--- src/rtl/fp_addsub_seq.sv ---
// fp_addsub_seq: multi-cycle IEEE-style floating-point adder/subtractor.
// Round-to-nearest-even, subnormals flushed on input and output, status flags.
//
// Handshake: a transfer happens on a rising edge where valid and ready are both
// high. The input side accepts only in IDLE (in_ready = state is IDLE). The
// output side holds result/flags/out_valid stable until out_ready is seen high
// while out_valid is high. After that, the block returns to IDLE.
module fp_addsub_seq #(
  parameter int EXP_W = 5,
  parameter int MAN_W = 10
) (
  input  logic                 clk,
  input  logic                 rst_n,
  input  logic                 in_valid,
  output logic                 in_ready,
  input  logic                 op,
  input  logic [EXP_W+MAN_W:0] a,
  input  logic [EXP_W+MAN_W:0] b,
  output logic                 out_valid,
  input  logic                 out_ready,
  output logic [EXP_W+MAN_W:0] result,
  output logic [3:0]           flags,
  output logic [2:0]           state_dbg
);

  localparam int W  = 1 + EXP_W + MAN_W;
  localparam int SW = MAN_W + 4;  // hidden bit, fraction, guard, round, sticky
  localparam int EW = EXP_W + 2;  // signed working exponent
  localparam logic [EXP_W-1:0] EXP_ONES = '1;
  localparam logic [EXP_W-1:0] D_MAX    = EXP_W'(SW - 1);
  localparam logic [W-1:0]     QNAN     = {1'b0, EXP_ONES, 1'b1, {(MAN_W-1){1'b0}}};

  typedef enum logic [2:0] {
    S_IDLE  = 3'd0,
    S_ALIGN = 3'd1,
    S_ADD   = 3'd2,
    S_NORM  = 3'd3,
    S_DONE  = 3'd4
  } state_t;

  state_t         state_q, state_d;
  logic [W-1:0]   a_q, a_d, b_q, b_d;
  logic           op_q, op_d;
  logic [SW-1:0]  x_q, x_d, y_q, y_d;
  logic [EXP_W-1:0] e_q, e_d;
  logic           sx_q, sx_d, sub_q, sub_d;
  logic           spec_q, spec_d;
  logic [W-1:0]   spec_res_q, spec_res_d;
  logic [3:0]     spec_flg_q, spec_flg_d;
  logic [SW:0]    sum_q, sum_d;
  logic [W-1:0]   result_q, result_d;
  logic [3:0]     flags_q, flags_d;
  logic           out_valid_q, out_valid_d;

  // Leading-zero count of the non-carry part of the sum.
  function automatic logic [EW-1:0] lzc(input logic [SW-1:0] v);
    logic [EW-1:0] n;
    n = EW'(SW);
    for (int i = 0; i < SW; i++) begin
      if (v[i]) n = EW'(SW - 1 - i);
    end
    return n;
  endfunction

  // Unpack, order by magnitude, align the smaller operand, classify specials.
  logic [EXP_W-1:0] ea, eb, ex, ey, d;
  logic [MAN_W-1:0] fa, fb, fa_z, fb_z, fx, fy;
  logic             sa, sb, sxa, sya, swap, y_st;
  logic [SW-1:0]    sig_x, sig_y, y_sh, y_lost, y_al;
  logic             a_nan, b_nan, a_inf, b_inf, a_snan, b_snan, spec_c;
  logic [W-1:0]     spec_res_c;
  logic [3:0]       spec_flg_c;
  always_comb begin
    ea   = a_q[W-2:MAN_W];
    eb   = b_q[W-2:MAN_W];
    fa   = a_q[MAN_W-1:0];
    fb   = b_q[MAN_W-1:0];
    sa   = a_q[W-1];
    sb   = b_q[W-1] ^ op_q;
    fa_z = (ea == '0) ? '0 : fa;
    fb_z = (eb == '0) ? '0 : fb;
    swap = {eb, fb_z} > {ea, fa_z};
    ex   = swap ? eb : ea;
    ey   = swap ? ea : eb;
    fx   = swap ? fb_z : fa_z;
    fy   = swap ? fa_z : fb_z;
    sxa  = swap ? sb : sa;
    sya  = swap ? sa : sb;
    sig_x = (ex == '0) ? '0 : {1'b1, fx, 3'b000};
    sig_y = (ey == '0) ? '0 : {1'b1, fy, 3'b000};
    d     = ex - ey;
    if (d > D_MAX) begin
      y_sh   = '0;
      y_lost = sig_y;
    end else begin
      {y_sh, y_lost} = {sig_y, {SW{1'b0}}} >> d;
    end
    y_st = |y_lost;
    y_al = y_sh | {{(SW-1){1'b0}}, y_st};

    a_nan  = (ea == EXP_ONES) && (fa != '0);
    b_nan  = (eb == EXP_ONES) && (fb != '0);
    a_inf  = (ea == EXP_ONES) && (fa == '0);
    b_inf  = (eb == EXP_ONES) && (fb == '0);
    a_snan = a_nan && !fa[MAN_W-1];
    b_snan = b_nan && !fb[MAN_W-1];
    spec_c = a_nan | b_nan | a_inf | b_inf;
    spec_res_c = QNAN;
    spec_flg_c = 4'b0000;
    if (a_nan || b_nan) begin
      spec_flg_c = {a_snan | b_snan, 3'b000};
    end else if (a_inf && b_inf && (sa != sb)) begin
      spec_flg_c = 4'b1000;
    end else if (a_inf) begin
      spec_res_c = {sa, EXP_ONES, {MAN_W{1'b0}}};
    end else if (b_inf) begin
      spec_res_c = {sb, EXP_ONES, {MAN_W{1'b0}}};
    end
  end

  // Magnitude add or subtract; X >= Y is guaranteed by the swap.
  logic [SW:0] sum_c;
  always_comb begin
    sum_c = sub_q ? ({1'b0, x_q} - {1'b0, y_q}) : ({1'b0, x_q} + {1'b0, y_q});
  end

  // Normalise, round to nearest even, and pick the final result class.
  logic [EW-1:0]    e_ext, en, ef, lz;
  logic [SW-1:0]    m;
  logic [MAN_W+1:0] mr;
  logic [MAN_W-1:0] frac_c;
  logic             rup, inex;
  logic [W-1:0]     res_c;
  logic [3:0]       flg_c;
  always_comb begin
    e_ext = {2'b00, e_q};
    lz    = '0;
    if (sum_q[SW]) begin
      m  = {sum_q[SW:2], sum_q[1] | sum_q[0]};
      en = e_ext + EW'(1);
    end else begin
      lz = lzc(sum_q[SW-1:0]);
      m  = sum_q[SW-1:0] << lz;
      en = e_ext - lz;
    end
    inex = m[2] | m[1] | m[0];
    rup  = m[2] & (m[1] | m[0] | m[3]);
    mr   = {1'b0, m[SW-1:3]} + {{(MAN_W+1){1'b0}}, rup};
    if (mr[MAN_W+1]) begin
      ef     = en + EW'(1);
      frac_c = mr[MAN_W:1];
    end else begin
      ef     = en;
      frac_c = mr[MAN_W-1:0];
    end
    if (spec_q) begin
      res_c = spec_res_q;
      flg_c = spec_flg_q;
    end else if (sum_q == '0) begin
      res_c = {sub_q ? 1'b0 : sx_q, {(W-1){1'b0}}};
      flg_c = 4'b0000;
    end else if (!ef[EW-1] && (ef >= {2'b00, EXP_ONES})) begin
      res_c = {sx_q, EXP_ONES, {MAN_W{1'b0}}};
      flg_c = 4'b0101;
    end else if (ef[EW-1] || (ef == '0)) begin
      res_c = {sx_q, {(W-1){1'b0}}};
      flg_c = 4'b0011;
    end else begin
      res_c = {sx_q, ef[EXP_W-1:0], frac_c};
      flg_c = {3'b000, inex};
    end
  end

  // FSM next-state and register loads, one pipeline step per state.
  always_comb begin
    state_d     = state_q;
    a_d         = a_q;
    b_d         = b_q;
    op_d        = op_q;
    x_d         = x_q;
    y_d         = y_q;
    e_d         = e_q;
    sx_d        = sx_q;
    sub_d       = sub_q;
    spec_d      = spec_q;
    spec_res_d  = spec_res_q;
    spec_flg_d  = spec_flg_q;
    sum_d       = sum_q;
    result_d    = result_q;
    flags_d     = flags_q;
    out_valid_d = out_valid_q;
    case (state_q)
      S_IDLE: begin
        if (in_valid) begin
          a_d     = a;
          b_d     = b;
          op_d    = op;
          state_d = S_ALIGN;
        end
      end
      S_ALIGN: begin
        x_d        = sig_x;
        y_d        = y_al;
        e_d        = ex;
        sx_d       = sxa;
        sub_d      = sxa ^ sya;
        spec_d     = spec_c;
        spec_res_d = spec_res_c;
        spec_flg_d = spec_flg_c;
        state_d    = S_ADD;
      end
      S_ADD: begin
        sum_d   = sum_c;
        state_d = S_NORM;
      end
      S_NORM: begin
        result_d = res_c;
        flags_d  = flg_c;
        state_d  = S_DONE;
      end
      S_DONE: begin
        // out_valid is raised one edge after entering DONE for a fixed 4-edge latency.
        if (!out_valid_q) begin
          out_valid_d = 1'b1;
        end else if (out_ready) begin
          out_valid_d = 1'b0;
          state_d     = S_IDLE;
        end
      end
      default: state_d = S_IDLE;
    endcase
  end

  // State and datapath registers with asynchronous clear.
  always_ff @(posedge clk or negedge rst_n) begin
    if (!rst_n) begin
      state_q     <= S_IDLE;
      a_q         <= '0;
      b_q         <= '0;
      op_q        <= 1'b0;
      x_q         <= '0;
      y_q         <= '0;
      e_q         <= '0;
      sx_q        <= 1'b0;
      sub_q       <= 1'b0;
      spec_q      <= 1'b0;
      spec_res_q  <= '0;
      spec_flg_q  <= '0;
      sum_q       <= '0;
      result_q    <= '0;
      flags_q     <= '0;
      out_valid_q <= 1'b0;
    end else begin
      state_q     <= state_d;
      a_q         <= a_d;
      b_q         <= b_d;
      op_q        <= op_d;
      x_q         <= x_d;
      y_q         <= y_d;
      e_q         <= e_d;
      sx_q        <= sx_d;
      sub_q       <= sub_d;
      spec_q      <= spec_d;
      spec_res_q  <= spec_res_d;
      spec_flg_q  <= spec_flg_d;
      sum_q       <= sum_d;
      result_q    <= result_d;
      flags_q     <= flags_d;
      out_valid_q <= out_valid_d;
    end
  end

  assign in_ready  = (state_q == S_IDLE);
  assign out_valid = out_valid_q;
  assign result    = result_q;
  assign flags     = flags_q;
  assign state_dbg = state_q;

endmodule
--- config.mk ---
export PLATFORM = sky130hd
export DESIGN_NAME = fp_addsub_seq
export DESIGN_NICKNAME = d
export VERILOG_FILES = /design/src/rtl/fp_addsub_seq.sv
export SDC_FILE = /design/constraint.sdc
export NUM_CORES = 1
export LEC_CHECK = 0
export CELL_PAD_IN_SITES_DETAIL_PLACEMENT = 1
export CELL_PAD_IN_SITES_GLOBAL_PLACEMENT = 1
export CORE_MARGIN = 2
export CORE_UTILIZATION = 40
export CTS_CLUSTER_DIAMETER = 200
export DETAILED_ROUTE_END_ITERATION = 16
export PLACE_DENSITY = 0.73
export SLEW_MARGIN = 30
export SYNTH_ARGS = -nofsm -noshare
export SYNTH_HDL_FRONTEND = slang
export SYNTH_SLANG_ARGS = --single-unit
--- constraint.sdc ---
create_clock -name clk -period 10.65 [get_ports clk]
set_input_delay 1.065 -clock clk [delete_from_list [all_inputs] [get_ports clk]]
set_output_delay 1.065 -clock clk [all_outputs]
set_load 0.02 [all_outputs]
==> impl_metrics.tcl <==
set metrics [dict create \
    ys_async_sr_fraction 1.00 \
    route.met2.wl_mm 11.5 \
    grt_first_pass_wirelength_mm 39.6 \
    highest_layer "met4" \
    wl_mm 23.9 \
    final_common_cell "nand2_1" \
    hold_buffers 0 \
    setup_tns_ns 0 \
    seq_area_frac_synth 0.325 \
    slowest_stage "ha_1" \
    core-area_sq_mm 0.0204 \
    fp.dieH_microns 149 \
    cts-root-buf "clkbuf_16" \
    nets 1080 \
    cts_buffer_depth 2 \
    yosysWarningCount 0 \
    routabilityCongestion 0.885 \
    drcViolationCount 0 \
    postCtsSetupRepairBufs 0 \
    cts_sinks 109 \
    slew_viol_final 0 \
    path_max_fanout 26 \
    die_w_microns 149 \
    syn_nets 1058 \
    rows 52 \
    tightest_slew_ns 0.903 \
    grtUsageTotal 0.221 \
    area_growth_syn_to_layout_pct 12.8 \
    clkLatencyLatePin_ns 0.37 \
    timing.rr.end "y_q[0]" \
    reg2regPathDepth 17 \
    diodes 0 \
    grt_max_degree 67 \
    place_area_sq_mm 0.00915 \
    port_buffers 61 \
    clk_pin_slew_ns 0.09 \
    required_ns 10.88 \
    via_count 7472 \
    drtPass1Iterations 5 \
    cts_tree "built" \
    worstHoldPathType "reg -> reg" \
    crit_chain "nor3_1 -> nand3_1 -> nand2_1 -> ha_1 -> a21oi_1 -> nor2_1 -> a2111oi_0 -> a21oi_4 -> mux2i_1 -> ha_1 -> mux4_2 -> nor2_1 -> o21ai_0 -> o2111ai_1 -> or4_1 -> a2111oi_0 -> a311oi_1" \
    holdPathStages 1 \
    timing.hold.ws_ns 0.475 \
    synth_ff_type "dfrtp_1" \
    grt_pass1_vias 7595 \
    seq_area_sq_mm 0.00273 \
    period_share 0.550 \
    maxCapViolations 0 \
    rsz0062_at_grt "no" \
    setup_viol 0 \
    avgViaCountPerCell 5.83 \
    max_stage_delay_ns 0.89 \
    io_pins 62 \
    detailed_place_hpwl_mm 18.2 \
    synth_seq_cells 109 \
    syn_avg_cell_area_sq_um 8.53 \
    wl_per_cell_microns 18.6 \
    syn_area_sq_mm 0.00839 \
    worst_setup_path_start_kind "flip-flop" \
    period_needed_ns 5.86 \
    status "finished, final reports clean" \
    yosys.area.top_type "dfrtp_1" \
    min_to "spec_res_q[14]" \
    cts.htree.levels 3 \
    dieArea_sq_mm 0.0222 \
    ff2ff_setup_slack_ns 4.79 \
    antenna_found_initial 0 \
    crit_path_end_kind "flip-flop" \
    hold_viol 0 \
    synthCells 984 \
    drive_above_1_share 0.0950 \
    fillCellCount 2456 \
    hp-start "spec_res_q[14]" \
    synth_top_area_frac 0.325 \
    crit_buf_inv 0 \
    overflow 0 \
    max_freq_mhz 171 \
    drtIter0Drc 383 \
    synth-edff-count 0 \
    r2r_start "a_q[10]" \
    cts_buffers 9 \
    worstSetupPathType "reg -> reg" \
    ant_nets 0 \
    cp.arrival_ns 6.09 \
    multiInputGateArea_sq_mm 0.00529 \
    wl_met3_microns 661 \
    wl_met1_mm 11.4 \
    start_util 0.411 \
    final_cell_area_sq_mm 0.00947 \
    ys_types 86 \
    final_cell_mix "nand2_1 (135), dfrtp_1 (109), nor2_1 (88)" \
    relSlewSlack 0.398 \
    postCtsResizedCells 0 \
    yosys-top-cells-area "dfrtp_1 (32%), nand2_1 (6.1%), ha_1 (5.4%), mux2_2 (4.3%), nor2_1 (3.9%)" \
    fin_skew_ns 0.0119 \
    crit_family "compound AO/OA/AOI/OAI gates" \
]
[worst reg2reg max path, cell delays in order, from the launching register on]
cell       delay [ns]
dfrtp_1          0.40
nor3_1           0.19
nand3_1          0.42
nand2_1          0.34
ha_1             0.29
a21oi_1          0.16
nor2_1           0.07
a2111oi_0        0.69
a21oi_4          0.13
mux2i_1          0.17
ha_1             0.89
mux4_2           0.42
nor2_1           0.05
o21ai_0          0.28
o2111ai_1        0.15
or4_1            0.53
a2111oi_0        0.46
a311oi_1         0.08
[metal layers]
metal,GRT usage,up-vias
li1,-,3627
met1,0.308,3694
met2,0.370,127
met3,0.0278,24
met4,0.0476,0
met5,0,-
[flip-flops by register name, indices dropped and copies added, names as in the netlist]
register and flops:
b_q 16, state_dbg 3, sx_q 1, x_q 11
result 16, sum_q 15, a_q 16, op_q 1
y_q 14, out_valid 1, spec_q 1, sub_q 1
flags 4, spec_flg_q 1, spec_res_q 3, e_q 5
[cells in the mapped netlist, types with 22 or more instances]
library cell	number
nand3_1	27
nand2_1	136
mux2_2	32
inv_1	34
mux2i_1	25
nor2_1	88
ha_1	36
nor3_1	22
xnor2_1	27
clkbuf_1	35
o21ai_0	63
dfrtp_1	109
a21oi_1	50
[worst max path at each step]
| stage | start | end | slack, ns | cells past startpoint |
|---|---|---|---|---|
| after floorplan | b_q[11] | y_q[0] | 5.70 | 21 |
| after CTS | a_q[11] | y_q[0] | 4.78 | 16 |
| after global placement | a_q[10] | y_q[0] | 4.92 | 16 |
| after detailed placement | a_q[11] | y_q[0] | 4.83 | 16 |
| after global routing | a_q[10] | y_q[0] | 4.32 | 17 |
| final | a_q[10] | y_q[0] | 4.79 | 17 |
[per-stage QoR]
stage	utilization	cells	setup WS (ns)
after global placement	0.448	1264	4.92
after global routing	0.464	1281	4.32
after floorplan	-	984	5.70
final	0.464	1281	4.79
after CTS	0.463	1280	4.78
after detailed placement	0.448	1264	4.83
[cell families after synthesis]
logic type      after synthesis  synth area share
buf+inv                      95            0.0474
xor+xnor                     41            0.0428
mux                          70             0.107
simple gates                364             0.207
flops                       109             0.325
fa+ha+maj                    37            0.0560
compound gates              268             0.215
[final cells by class]
| cell class | instances | area share |
|---|---|---|
| Clock buffer | 11 | 0.0267 |
| Clock inverter | 5 | 0.00555 |
| Inverter | 37 | 0.0147 |
| Multi-Input combinational cell | 780 | 0.559 |
| Sequential cell | 109 | 0.288 |
| Tap cell | 270 | 0.0357 |
| Timing Repair Buffer | 69 | 0.0709 |
Power is left out: the tool's default activity adds up to more than one toggle a clock period on the data nets, which glitch-free logic cannot reach.
